## src/rtl/uart_pkg.sv

```systemverilog
// ---------------------------------------------------------------------------
// uart_pkg
// Shared definitions for the runtime-configurable UART: FSM state encodings,
// parity-mode codes, oversampling constants and small config helpers.
// No ports (package).
// ---------------------------------------------------------------------------
package uart_pkg;

  localparam int OVERSAMPLE = 16;
  localparam int SAMPLE_LO  = 7;
  localparam int SAMPLE_MID = 8;
  localparam int SAMPLE_HI  = 9;

  // Codes 0 and 3 both mean "no parity bit on the line".
  localparam logic [1:0] PAR_NONE     = 2'd0;
  localparam logic [1:0] PAR_EVEN     = 2'd1;
  localparam logic [1:0] PAR_ODD      = 2'd2;
  localparam logic [1:0] PAR_NONE_ALT = 2'd3;

  typedef enum logic [2:0] {
    TX_IDLE,
    TX_START,
    TX_DATA,
    TX_PARITY,
    TX_STOP
  } tx_state_t;

  typedef enum logic [2:0] {
    RX_IDLE,
    RX_START,
    RX_DATA,
    RX_PARITY,
    RX_STOP,
    RX_RECOVER
  } rx_state_t;

  // Keeps only the bits that belong to a frame of the configured length.
  function automatic logic [7:0] dataMask(input logic [1:0] dataBits);
    logic [7:0] mask;
    case (dataBits)
      2'd0:    mask = 8'h1F;
      2'd1:    mask = 8'h3F;
      2'd2:    mask = 8'h7F;
      default: mask = 8'hFF;
    endcase
    return mask;
  endfunction

  // Index of the last data bit: 4 for 5-bit frames up to 7 for 8-bit frames.
  function automatic logic [2:0] lastBit(input logic [1:0] dataBits);
    return 3'd4 + {1'b0, dataBits};
  endfunction

  function automatic logic hasParity(input logic [1:0] parityMode);
    return (parityMode == PAR_EVEN) || (parityMode == PAR_ODD);
  endfunction

endpackage

```

## src/rtl/uart_tick_gen.sv

```systemverilog
// ---------------------------------------------------------------------------
// uart_tick_gen
// Free-running oversampling tick generator shared by the RX and TX engines.
// Ports:
//   i_clk     - master clock
//   i_rst     - synchronous active-high reset, clears the counter
//   i_divisor - tick period is i_divisor+1 clocks
//   o_tick    - one-clock pulse when the counter reaches i_divisor
// ---------------------------------------------------------------------------
module uart_tick_gen #(
  parameter int DIV_WIDTH = 16
) (
  input  logic                 i_clk,
  input  logic                 i_rst,
  input  logic [DIV_WIDTH-1:0] i_divisor,
  output logic                 o_tick
);

  logic [DIV_WIDTH-1:0] r_count;

  // Count 0..divisor and wrap. Wrapping on ">=" rather than "==" means a
  // divisor lowered at runtime below the current count recovers at once
  // instead of running the counter all the way round.
  always_ff @(posedge i_clk) begin
    if (i_rst) begin
      r_count <= '0;
    end else if (r_count >= i_divisor) begin
      r_count <= '0;
    end else begin
      r_count <= r_count + 1'b1;
    end
  end

  assign o_tick = (r_count == i_divisor);

endmodule

```

## src/rtl/uart_cfg.sv

```systemverilog
// ---------------------------------------------------------------------------
// uart_cfg
// Runtime-configurable UART, 16x oversampling, 5-8 data bits, none/even/odd
// parity, 1 or 2 transmitted stop bits, majority-vote receiver with
// parity/framing/break detection and a valid/ready transmit handshake.
// Ports:
//   i_clk, i_rst              - clock, synchronous active-high reset
//   i_rx / o_tx               - serial pins (rx asynchronous, tx idles high)
//   i_divisor                 - tick period = i_divisor+1 clocks
//   i_data_bits               - 0=5, 1=6, 2=7, 3=8 data bits
//   i_parity_mode             - 0=none, 1=even, 2=odd, 3=none
//   i_two_stop                - transmit two stop bits
//   i_tx_valid/o_tx_ready     - transmit handshake, i_tx_data byte to send
//   o_rx_valid                - one-clock pulse per received frame
//   o_rx_data                 - received data, zero-extended
//   o_rx_parity_err/o_rx_frame_err/o_rx_break - status qualifying o_rx_valid
//   o_is_receiving/o_is_transmitting          - FSM activity indicators
// ---------------------------------------------------------------------------
module uart_cfg
  import uart_pkg::*;
#(
  parameter int DIV_WIDTH  = 16,
  parameter int OVERSAMPLE = 16
) (
  input  logic                 i_clk,
  input  logic                 i_rst,
  input  logic                 i_rx,
  output logic                 o_tx,
  input  logic [DIV_WIDTH-1:0] i_divisor,
  input  logic [1:0]           i_data_bits,
  input  logic [1:0]           i_parity_mode,
  input  logic                 i_two_stop,
  input  logic                 i_tx_valid,
  output logic                 o_tx_ready,
  input  logic [7:0]           i_tx_data,
  output logic                 o_rx_valid,
  output logic [7:0]           o_rx_data,
  output logic                 o_rx_parity_err,
  output logic                 o_rx_frame_err,
  output logic                 o_rx_break,
  output logic                 o_is_receiving,
  output logic                 o_is_transmitting
);

  localparam int TICK_W = $clog2(OVERSAMPLE);
  localparam logic [TICK_W-1:0] TICK_LAST = TICK_W'(OVERSAMPLE - 1);
  localparam logic [TICK_W-1:0] TICK_LO   = TICK_W'(SAMPLE_LO);
  localparam logic [TICK_W-1:0] TICK_MID  = TICK_W'(SAMPLE_MID);
  localparam logic [TICK_W-1:0] TICK_HI   = TICK_W'(SAMPLE_HI);

  logic w_tick;

  uart_tick_gen #(.DIV_WIDTH(DIV_WIDTH)) u_tickGen (
    .i_clk     (i_clk),
    .i_rst     (i_rst),
    .i_divisor (i_divisor),
    .o_tick    (w_tick)
  );

  // ------------------------------------------------------------------ TX --
  tx_state_t         r_txState, w_txNext;
  logic [TICK_W-1:0] r_txTick;
  logic [2:0]        r_txBitCnt, r_txLastBit;
  logic [7:0]        r_txShift;
  logic              r_txParBit, r_txHasPar, r_txTwoStop, r_txStopCnt;
  logic [7:0]        w_txMasked;
  logic              w_txAccept, w_txBitEnd;

  assign o_tx_ready = (r_txState == TX_IDLE) && !i_rst;
  assign w_txAccept = i_tx_valid && o_tx_ready;
  assign w_txBitEnd = w_tick && (r_txTick == TICK_LAST);
  assign w_txMasked = i_tx_data & dataMask(i_data_bits);

  // TX state register; reset aborts any frame in flight.
  always_ff @(posedge i_clk) begin
    if (i_rst) begin
      r_txState <= TX_IDLE;
    end else begin
      r_txState <= w_txNext;
    end
  end

  // TX next state: every bit lasts 16 ticks; the stop state runs twice when
  // two stop bits were latched at accept.
  always_comb begin
    w_txNext = r_txState;
    case (r_txState)
      TX_IDLE:   if (w_txAccept) w_txNext = TX_START;
      TX_START:  if (w_txBitEnd) w_txNext = TX_DATA;
      TX_DATA:   if (w_txBitEnd && (r_txBitCnt == r_txLastBit))
                   w_txNext = r_txHasPar ? TX_PARITY : TX_STOP;
      TX_PARITY: if (w_txBitEnd) w_txNext = TX_STOP;
      TX_STOP:   if (w_txBitEnd && (!r_txTwoStop || r_txStopCnt))
                   w_txNext = TX_IDLE;
      default:   w_txNext = TX_IDLE;
    endcase
  end

  // TX datapath: config and data are captured at accept so later changes on
  // the inputs cannot disturb the frame. The tick count restarts at accept,
  // which makes the first start-bit tick possibly partial.
  always_ff @(posedge i_clk) begin
    if (i_rst) begin
      r_txTick    <= '0;
      r_txBitCnt  <= '0;
      r_txLastBit <= '0;
      r_txShift   <= '0;
      r_txParBit  <= 1'b0;
      r_txHasPar  <= 1'b0;
      r_txTwoStop <= 1'b0;
      r_txStopCnt <= 1'b0;
    end else if (w_txAccept) begin
      r_txTick    <= '0;
      r_txBitCnt  <= '0;
      r_txLastBit <= lastBit(i_data_bits);
      r_txShift   <= w_txMasked;
      r_txParBit  <= (^w_txMasked) ^ (i_parity_mode == PAR_ODD);
      r_txHasPar  <= hasParity(i_parity_mode);
      r_txTwoStop <= i_two_stop;
      r_txStopCnt <= 1'b0;
    end else if (w_tick && (r_txState != TX_IDLE)) begin
      r_txTick <= r_txTick + 1'b1;
      if (r_txTick == TICK_LAST) begin
        if (r_txState == TX_DATA) begin
          r_txBitCnt <= r_txBitCnt + 1'b1;
          r_txShift  <= r_txShift >> 1;
        end
        if (r_txState == TX_STOP) begin
          r_txStopCnt <= 1'b1;
        end
      end
    end
  end

  // TX outputs: line level decoded from state, high whenever idle or in reset.
  always_comb begin
    o_tx              = 1'b1;
    o_is_transmitting = (r_txState != TX_IDLE);
    case (r_txState)
      TX_START:  o_tx = 1'b0;
      TX_DATA:   o_tx = r_txShift[0];
      TX_PARITY: o_tx = r_txParBit;
      default:   o_tx = 1'b1;
    endcase
  end

  // ------------------------------------------------------------------ RX --
  rx_state_t         r_rxState, w_rxNext;
  logic [1:0]        r_rxSync;
  logic [TICK_W-1:0] r_rxTick;
  logic [2:0]        r_rxBitCnt, r_rxLastBit;
  logic [7:0]        r_rxShift;
  logic              r_rxS7, r_rxS8, r_rxParBit, r_rxHasPar, r_rxOdd;
  logic              w_rxIn, w_rxVote, w_rxDecide, w_rxBitEnd, w_rxDone;
  logic              w_rxParErr;

  assign w_rxIn     = r_rxSync[1];
  assign w_rxVote   = (r_rxS7 & r_rxS8) | (r_rxS7 & w_rxIn) | (r_rxS8 & w_rxIn);
  assign w_rxDecide = w_tick && (r_rxTick == TICK_HI);
  assign w_rxBitEnd = w_tick && (r_rxTick == TICK_LAST);
  assign w_rxParErr = r_rxHasPar && (r_rxParBit != ((^r_rxShift) ^ r_rxOdd));

  // Two-flop synchronizer for the asynchronous serial input; resets to the
  // idle line level so reset release never looks like a start bit.
  always_ff @(posedge i_clk) begin
    if (i_rst) begin
      r_rxSync <= 2'b11;
    end else begin
      r_rxSync <= {r_rxSync[0], i_rx};
    end
  end

  // RX state register.
  always_ff @(posedge i_clk) begin
    if (i_rst) begin
      r_rxState <= RX_IDLE;
    end else begin
      r_rxState <= w_rxNext;
    end
  end

  // RX next state: bit value is decided at tick 9, bits advance at tick 15.
  // A high start vote is a false start. The stop decision ends the frame
  // right away so the back half of the stop bit can already see a new start.
  always_comb begin
    w_rxNext = r_rxState;
    case (r_rxState)
      RX_IDLE:    if (!w_rxIn) w_rxNext = RX_START;
      RX_START:   if (w_rxDecide && w_rxVote) w_rxNext = RX_IDLE;
                  else if (w_rxBitEnd) w_rxNext = RX_DATA;
      RX_DATA:    if (w_rxBitEnd && (r_rxBitCnt == r_rxLastBit))
                    w_rxNext = r_rxHasPar ? RX_PARITY : RX_STOP;
      RX_PARITY:  if (w_rxBitEnd) w_rxNext = RX_STOP;
      RX_STOP:    if (w_rxDecide) w_rxNext = w_rxVote ? RX_IDLE : RX_RECOVER;
      RX_RECOVER: if (w_rxIn) w_rxNext = RX_IDLE;
      default:    w_rxNext = RX_IDLE;
    endcase
  end

  // RX datapath: config is latched on start detection. Samples at ticks 7
  // and 8 are stored and combined with the live tick-9 sample for the vote.
  // Data bits are written by index into a cleared register, so shorter
  // frames come out zero-extended.
  always_ff @(posedge i_clk) begin
    if (i_rst) begin
      r_rxTick    <= '0;
      r_rxBitCnt  <= '0;
      r_rxLastBit <= '0;
      r_rxShift   <= '0;
      r_rxS7      <= 1'b1;
      r_rxS8      <= 1'b1;
      r_rxParBit  <= 1'b0;
      r_rxHasPar  <= 1'b0;
      r_rxOdd     <= 1'b0;
    end else if ((r_rxState == RX_IDLE) && !w_rxIn) begin
      r_rxTick    <= '0;
      r_rxBitCnt  <= '0;
      r_rxLastBit <= lastBit(i_data_bits);
      r_rxShift   <= '0;
      r_rxParBit  <= 1'b0;
      r_rxHasPar  <= hasParity(i_parity_mode);
      r_rxOdd     <= (i_parity_mode == PAR_ODD);
    end else if (w_tick && (r_rxState != RX_IDLE)) begin
      r_rxTick <= r_rxTick + 1'b1;
      if (r_rxTick == TICK_LO) begin
        r_rxS7 <= w_rxIn;
      end
      if (r_rxTick == TICK_MID) begin
        r_rxS8 <= w_rxIn;
      end
      if (r_rxTick == TICK_HI) begin
        if (r_rxState == RX_DATA) begin
          r_rxShift[r_rxBitCnt] <= w_rxVote;
        end
        if (r_rxState == RX_PARITY) begin
          r_rxParBit <= w_rxVote;
        end
      end
      if ((r_rxTick == TICK_LAST) && (r_rxState == RX_DATA)) begin
        r_rxBitCnt <= r_rxBitCnt + 1'b1;
      end
    end
  end

  // RX outputs: completion strobe and activity flag.
  always_comb begin
    w_rxDone       = (r_rxState == RX_STOP) && w_rxDecide;
    o_is_receiving = (r_rxState != RX_IDLE);
  end

  // Received data and status are registered on the stop decision and held
  // until the next frame. Break means a framing error on an all-zero frame
  // whose parity bit, if any, was also low.
  always_ff @(posedge i_clk) begin
    if (i_rst) begin
      o_rx_valid      <= 1'b0;
      o_rx_data       <= '0;
      o_rx_parity_err <= 1'b0;
      o_rx_frame_err  <= 1'b0;
      o_rx_break      <= 1'b0;
    end else begin
      o_rx_valid <= w_rxDone;
      if (w_rxDone) begin
        o_rx_data       <= r_rxShift;
        o_rx_parity_err <= w_rxParErr;
        o_rx_frame_err  <= !w_rxVote;
        o_rx_break      <= !w_rxVote && (r_rxShift == 8'h00) &&
                           (!r_rxHasPar || !r_rxParBit);
      end
    end
  end

endmodule

```

## config.mk

```make
export PLATFORM = sky130hd
export DESIGN_NAME = uart_cfg
export DESIGN_NICKNAME = d
export VERILOG_FILES = /design/src/rtl/uart_pkg.sv /design/src/rtl/uart_tick_gen.sv /design/src/rtl/uart_cfg.sv
export SDC_FILE = /design/constraint.sdc
export NUM_CORES = 1
export LEC_CHECK = 0
export ABC_AREA = 1
export BUFFER_PORTS_ARGS = -buffer_cell sky130_fd_sc_hd__buf_2
export CORE_ASPECT_RATIO = 0.5
export CORE_MARGIN = 8
export CORE_UTILIZATION = 45
export CTS_CLUSTER_SIZE = 24
export DETAILED_ROUTE_END_ITERATION = 10
export GPL_ROUTABILITY_DRIVEN = 0
export SLEW_MARGIN = 20
export SYNTH_ARGS = -nofsm -noshare
export SYNTH_HDL_FRONTEND = slang
export SYNTH_HIERARCHICAL = 1
export SYNTH_SLANG_ARGS = --single-unit
```

## constraint.sdc

```tcl
create_clock -name i_clk -period 4.6 [get_ports i_clk]
set_input_delay 0.23 -clock i_clk [delete_from_list [all_inputs] [get_ports i_clk]]
set_output_delay 0.23 -clock i_clk [all_outputs]
set_load 0.03 [all_outputs]
```

; ---- Word level (Yosys, flattened, before mapping)
; Cells that the tools add are included.
[word_totals]
register_bits = 81
inputBits = 33
out_inout_bits = 16
elab_cells = 154
[classes]
addsub = 6
n_lt_le_gt_ge = 3
eq_ne = 33
n_mux = 26
n_bitwise = 9
reduce_logical = 51
[op_table]
columns = operator, count
row1 = $mux 3, 15
row2 = $mux 8, 4
row3 = $pmux 8 s3, 1
row4 = $reduce_and 3->1, 7
row5 = $ne 2x2->1 const B, 10
row6 = $logic_and 1x1->1, 18
row7 = $pmux 3 s6, 1
row8 = $add 16x1->16 const B, 1
row9 = $eq 16x16->1, 1
row10 = $eq 4x4->1 const B, 4
row11 = $ge 16x16->1, 1
row12 = $reduce_xor 8->1, 2
row13 = $pmux 3 s5, 1
row14 = $eq 3x2->1 const B, 4
row15 = $eq 3x3->1 const B, 3
row16 = $add 4x1->4 const B, 2
row17 = $and 8x8->8, 1
row18 = $bwmux 8, 1
row19 = $logic_not 8->1, 1
row20 = $add 3x1->3 const B, 2
row21 = $eq 3x1->1 const B, 2
row22 = $eq 3x3->1, 2
row23 = $logic_not 1->1, 6
row24 = $logic_not 3->1, 2
row25 = other kinds (23), 36

; ---- Depth between registers and ports, before layout
[logic_depth]
depth_word = 6
depth_mapped = 16
ltp_nobuf = 16

; ---- Hierarchy
; The synthesis kept the hierarchy.
[by_module_without_submodules]
columns = module, n_inst, cells_per_inst, area_per_inst_um2, seq_area_each_um2
row1 = uart_cfg, 1, 463, 3255.6, 1301.2
row2 = uart_tick_gen, 1, 182, 1224.9, 320.3

; ---- Least setup slack after synthesis
; Ideal clock, no wire load.
[synth_timing]
path_kind = reg2reg
from = register u_tickGen.r_count[15]
to = register r_rxShift[5]
setup_ns = 0.123
arrival_time_ns = 1.949
t_required_ns = 4.477
path_slack_ns = 2.528
stages_incl_launch_ff = 13
n_path_buf = 0
synth_period_minus_slack_ns = 2.072
path_cell_list = dfxtp_1 ha_1 nand2_1 nor2_1 nand2_1 nor2_1 nand2_1 nor3_4 inv_2 nor2_2 nand2_2 nor4_1 nor3_1
[synth_between]
elab_chain_len = 3
[synth_rtl]
columns = item, line_no
row1 = start: declaration, uart_tick_gen.sv:19  ; logic [DIV_WIDTH-1:0] r_count;
row2 = start signal: assignment, uart_tick_gen.sv:30  ; r_count <= r_count + 1'b1;
row3 = $eq 16x16->1, uart_tick_gen.sv:34  ; assign o_tick = (r_count == i_divisor);
row4 = named net w_tick, uart_cfg.sv:51  ; logic w_tick;
row5 = $logic_and 1x1->1, uart_cfg.sv:223  ; end else if (w_tick && (r_rxState != RX_IDLE)) begin
row6 = $reduce_and 3->1 (no line), n/a
row7 = end signal: indexed assignment, uart_cfg.sv:233  ; r_rxShift[r_rxBitCnt] <= w_rxVote;
row8 = end: declaration, uart_cfg.sv:152  ; logic [7:0] r_rxShift;
; The timed path passes the listed nets, and every way through them passes these cells.
; A chain may end at the register's enable or synchronous reset.

; ---- Worst setup path after layout
[layout_timing]
from = register u_tickGen.r_count[7]
to = register o_rx_parity_err
[layout_between]
elab_chain_len = 3
[layout_rtl]
columns = item, line_no
row1 = $eq 16x16->1, uart_tick_gen.sv:34
row2 = named net w_tick, uart_cfg.sv:51
row3 = $logic_and 1x1->1, uart_cfg.sv:159  ; assign w_rxDecide = w_tick && (r_rxTick == TICK_HI);
row4 = $logic_and 1x1->1, uart_cfg.sv:247  ; w_rxDone = (r_rxState == RX_STOP) && w_rxDecide;
row5 = end signal: assignment, uart_cfg.sv:265  ; o_rx_parity_err <= w_rxParErr;
row6 = end: declaration, uart_cfg.sv:38  ; output logic o_rx_parity_err,
; The timed path passes the listed nets, and every way through them passes these cells.

==> metrics <==
RSZ-0062 raised after global routing no; Final Power 1950 uW; layout cells sized above 1 13.4%; Setup crit start kind flop; Fmax achieved 0.381 GHz; syn_area_per_cell approximately 6.9 um^2; WP data required 4860 ps; Total Routing Usage GR roughly 16%; drt pass-1 iters 5; Pleak roughly 0.0023 uW; vias in the first global route 3874; FFs w/ async S/R, synth 0%; clock root cell clkbuf_16; Slew HR between 60% and 70%; part of the Yosys area used for sequential elements 36.2%; synth warn 6; routed length per placed instance about 12 um; mapped cell area ~4500 um^2; CTS tree built; grt total ovfl 0; Pwr per Cell Area roughly 380 nW/um^2; Max Slew Vio Count 0; DRC violations left 0; hold path depth 2; arrival time worst endpoint 2890 ps; fin nets 755; HP Class input port to flop; Filler Cell Count around 1000; via count ~4000; Post-DRT Antenna Nets 0; number of synthesized register bits 81; commonest non-fill, non-tap cells in the layout 146 x nand2_1, 94 x inv_1, 81 x dfxtp_1, 68 x nor2_1, 48 x buf_2; Die Y 86.6 um; Die Wd ~160 um; initial antenna violation count 0; Crit Path Max Fanout 17; max cap viols 0; synthesized instance count 645; met2 Use GR 26.7%; FF-to-FF path depth 13; Hold Vio Cnt, Final 0; H-Tree Depth 3; Post-Syn Nets 706; via/cell ratio around 4.8; clk sinks 81; Hold Buf Count CTS 0; row count 25; Max VDD drop about 0.21 mV; dpl hpwl between 7000 and 8000 um; Clock Tree Buf Depth 2; largest net degree at the start of global routing 27; GRT met3 Usage under 10%; Core Area around 9600 um^2; post-CTS sizing 0; status finished clean; setup_tns 0 ps; actual slew at the worst max-slew pin slightly below 600 ps; Setup-failing EPs final 0; number of flops mapped to enable cells by yosys 0; I/O pin total between 40 and 50; commonest non-fill, non-tap cell in the layout nand2_1; DIE AREA ~14000 um^2; Routed WL 9930 um; Initial Utilization a little under half; skew final between 8 and 9 ps; Yosys cell types 35; WS Path Type flop to flop; clk slew on worst S/H paths 60 ps; first-pass GRT wire length around 17000 um; CTS buffer count 9; Main synth FF type dfxtp_1; Top Usage Layer GRT met2; GRT met1 Usage around a fifth; PortBufs between 40 and 50; Setup Fix Bufs, Post-CTS 0; Tcrit/Tclk final a little under three fifths; n_diodes 0; crit path time final between 2000 and 3000 ps; worst skew pair latency around 340 ps; critical path endpoint category flop; Area growth, synth to finish 14.8%; initial drt markers roughly 190
==> cell usage after synthesis, types with 6 or more instances <==
master	count	area, um^2
ha_1	28	350
dfxtp_1	81	1620
nand2_1	146	548
nor2_2	6	37.5
o21ai_0	28	140
o21ai_1	11	55.1
xnor2_1	9	78.8
inv_2	8	30.0
nor3_1	15	75.1
nand3_1	43	215
a21oi_1	43	215
xor2_1	13	114
a31oi_1	8	50.1
inv_1	94	353
nor2_1	68	255
==> through the flow <==
step | instances | setup WS, ps | util, % | area (um^2) | hold slack [ps]
after floorplan | 645 | 2530 | - | 4480 | 334
after global placement | 818 | 2050 | 50.5 | 4830 | 391
after detailed placement | 818 | 2010 | 50.5 | 4830 | 398
after CTS | 834 | 1990 | 53.8 | 5140 | 62.0
after global routing | 834 | 1640 | 53.8 | 5140 | 78.2
final | 834 | 1980 | 53.8 | 5140 | 76.6
==> cell families after synthesis <==
family                     share of synthesized area, %
AOI/OAI and AO/OA                                  11.6
xor gates and xnor gates                           4.30
adders and majority gates                          7.82
buffers and inverters                              9.89
DFF                                                36.2
and+or+nand+nor                                    30.2
==> layer usage <==
metal,routed length (um),part of all wire [%]
met3,375,3.8
met5,0,0
met2,4520,46
met4,159,1.6
met1,4870,49
==> critical path, cell delays in order, from the launching register on <==
cell	delay [ps]
dfxtp_1	350
ha_1	300
nand2_1	60
nor2_1	130
nand2_1	110
nor2_1	450
nand2_1	170
nor3_4	190
inv_2	120
nor2_4	290
inv_2	110
nor2_1	100
nand2_1	60
a21oi_1	100
==> sequential cells by signal, indices dropped and copies added (netlist names), 2 cells and up <==
register and cells:
o_rx_data 8, r_txTick 4, r_rxLastBit 3, r_rxBitCnt 3
r_txShift 8, r_rxSync 2, r_txState 3, u_tickGen/r_count 16
r_txLastBit 3, r_rxShift 8, r_rxTick 4, r_txBitCnt 3
r_rxState 3
==> final timing paths <==
kind         slack [ps]                      endpoint                            start
max                1980  o_rx_parity_err$_SDFFE_PP0P_  u_tickGen/r_count[7]$_SDFF_PP0_
min                  80        r_rxSync[0]$_SDFF_PP1_                             i_rx
max reg2reg        1980  o_rx_parity_err$_SDFFE_PP0P_  u_tickGen/r_count[7]$_SDFF_PP0_
min reg2reg         410        r_rxSync[1]$_SDFF_PP1_           r_rxSync[0]$_SDFF_PP1_
==> layout make-up <==
| cell class | instances | area (um^2) | share of cell area, % |
|---|---|---|---|
| clock buffer | 10 | 229 | 4.45 |
| timing repair buffer | 48 | 240 | 4.67 |
| sequential | 81 | 1620 | 31.5 |
| inverter | 103 | 387 | 7.51 |
| tap | 135 | 169 | 3.28 |
| multi-input combinational | 451 | 2420 | 47.0 |
| clock inverter | 6 | 82.6 | 1.61 |
==> report_power, final <==
group | internal [uW] | switching [uW]
combinational | 129 | 285
clock | 473 | 286
sequential | 745 | 33.9
No activity file was read; power rests on OpenSTA's default activity.
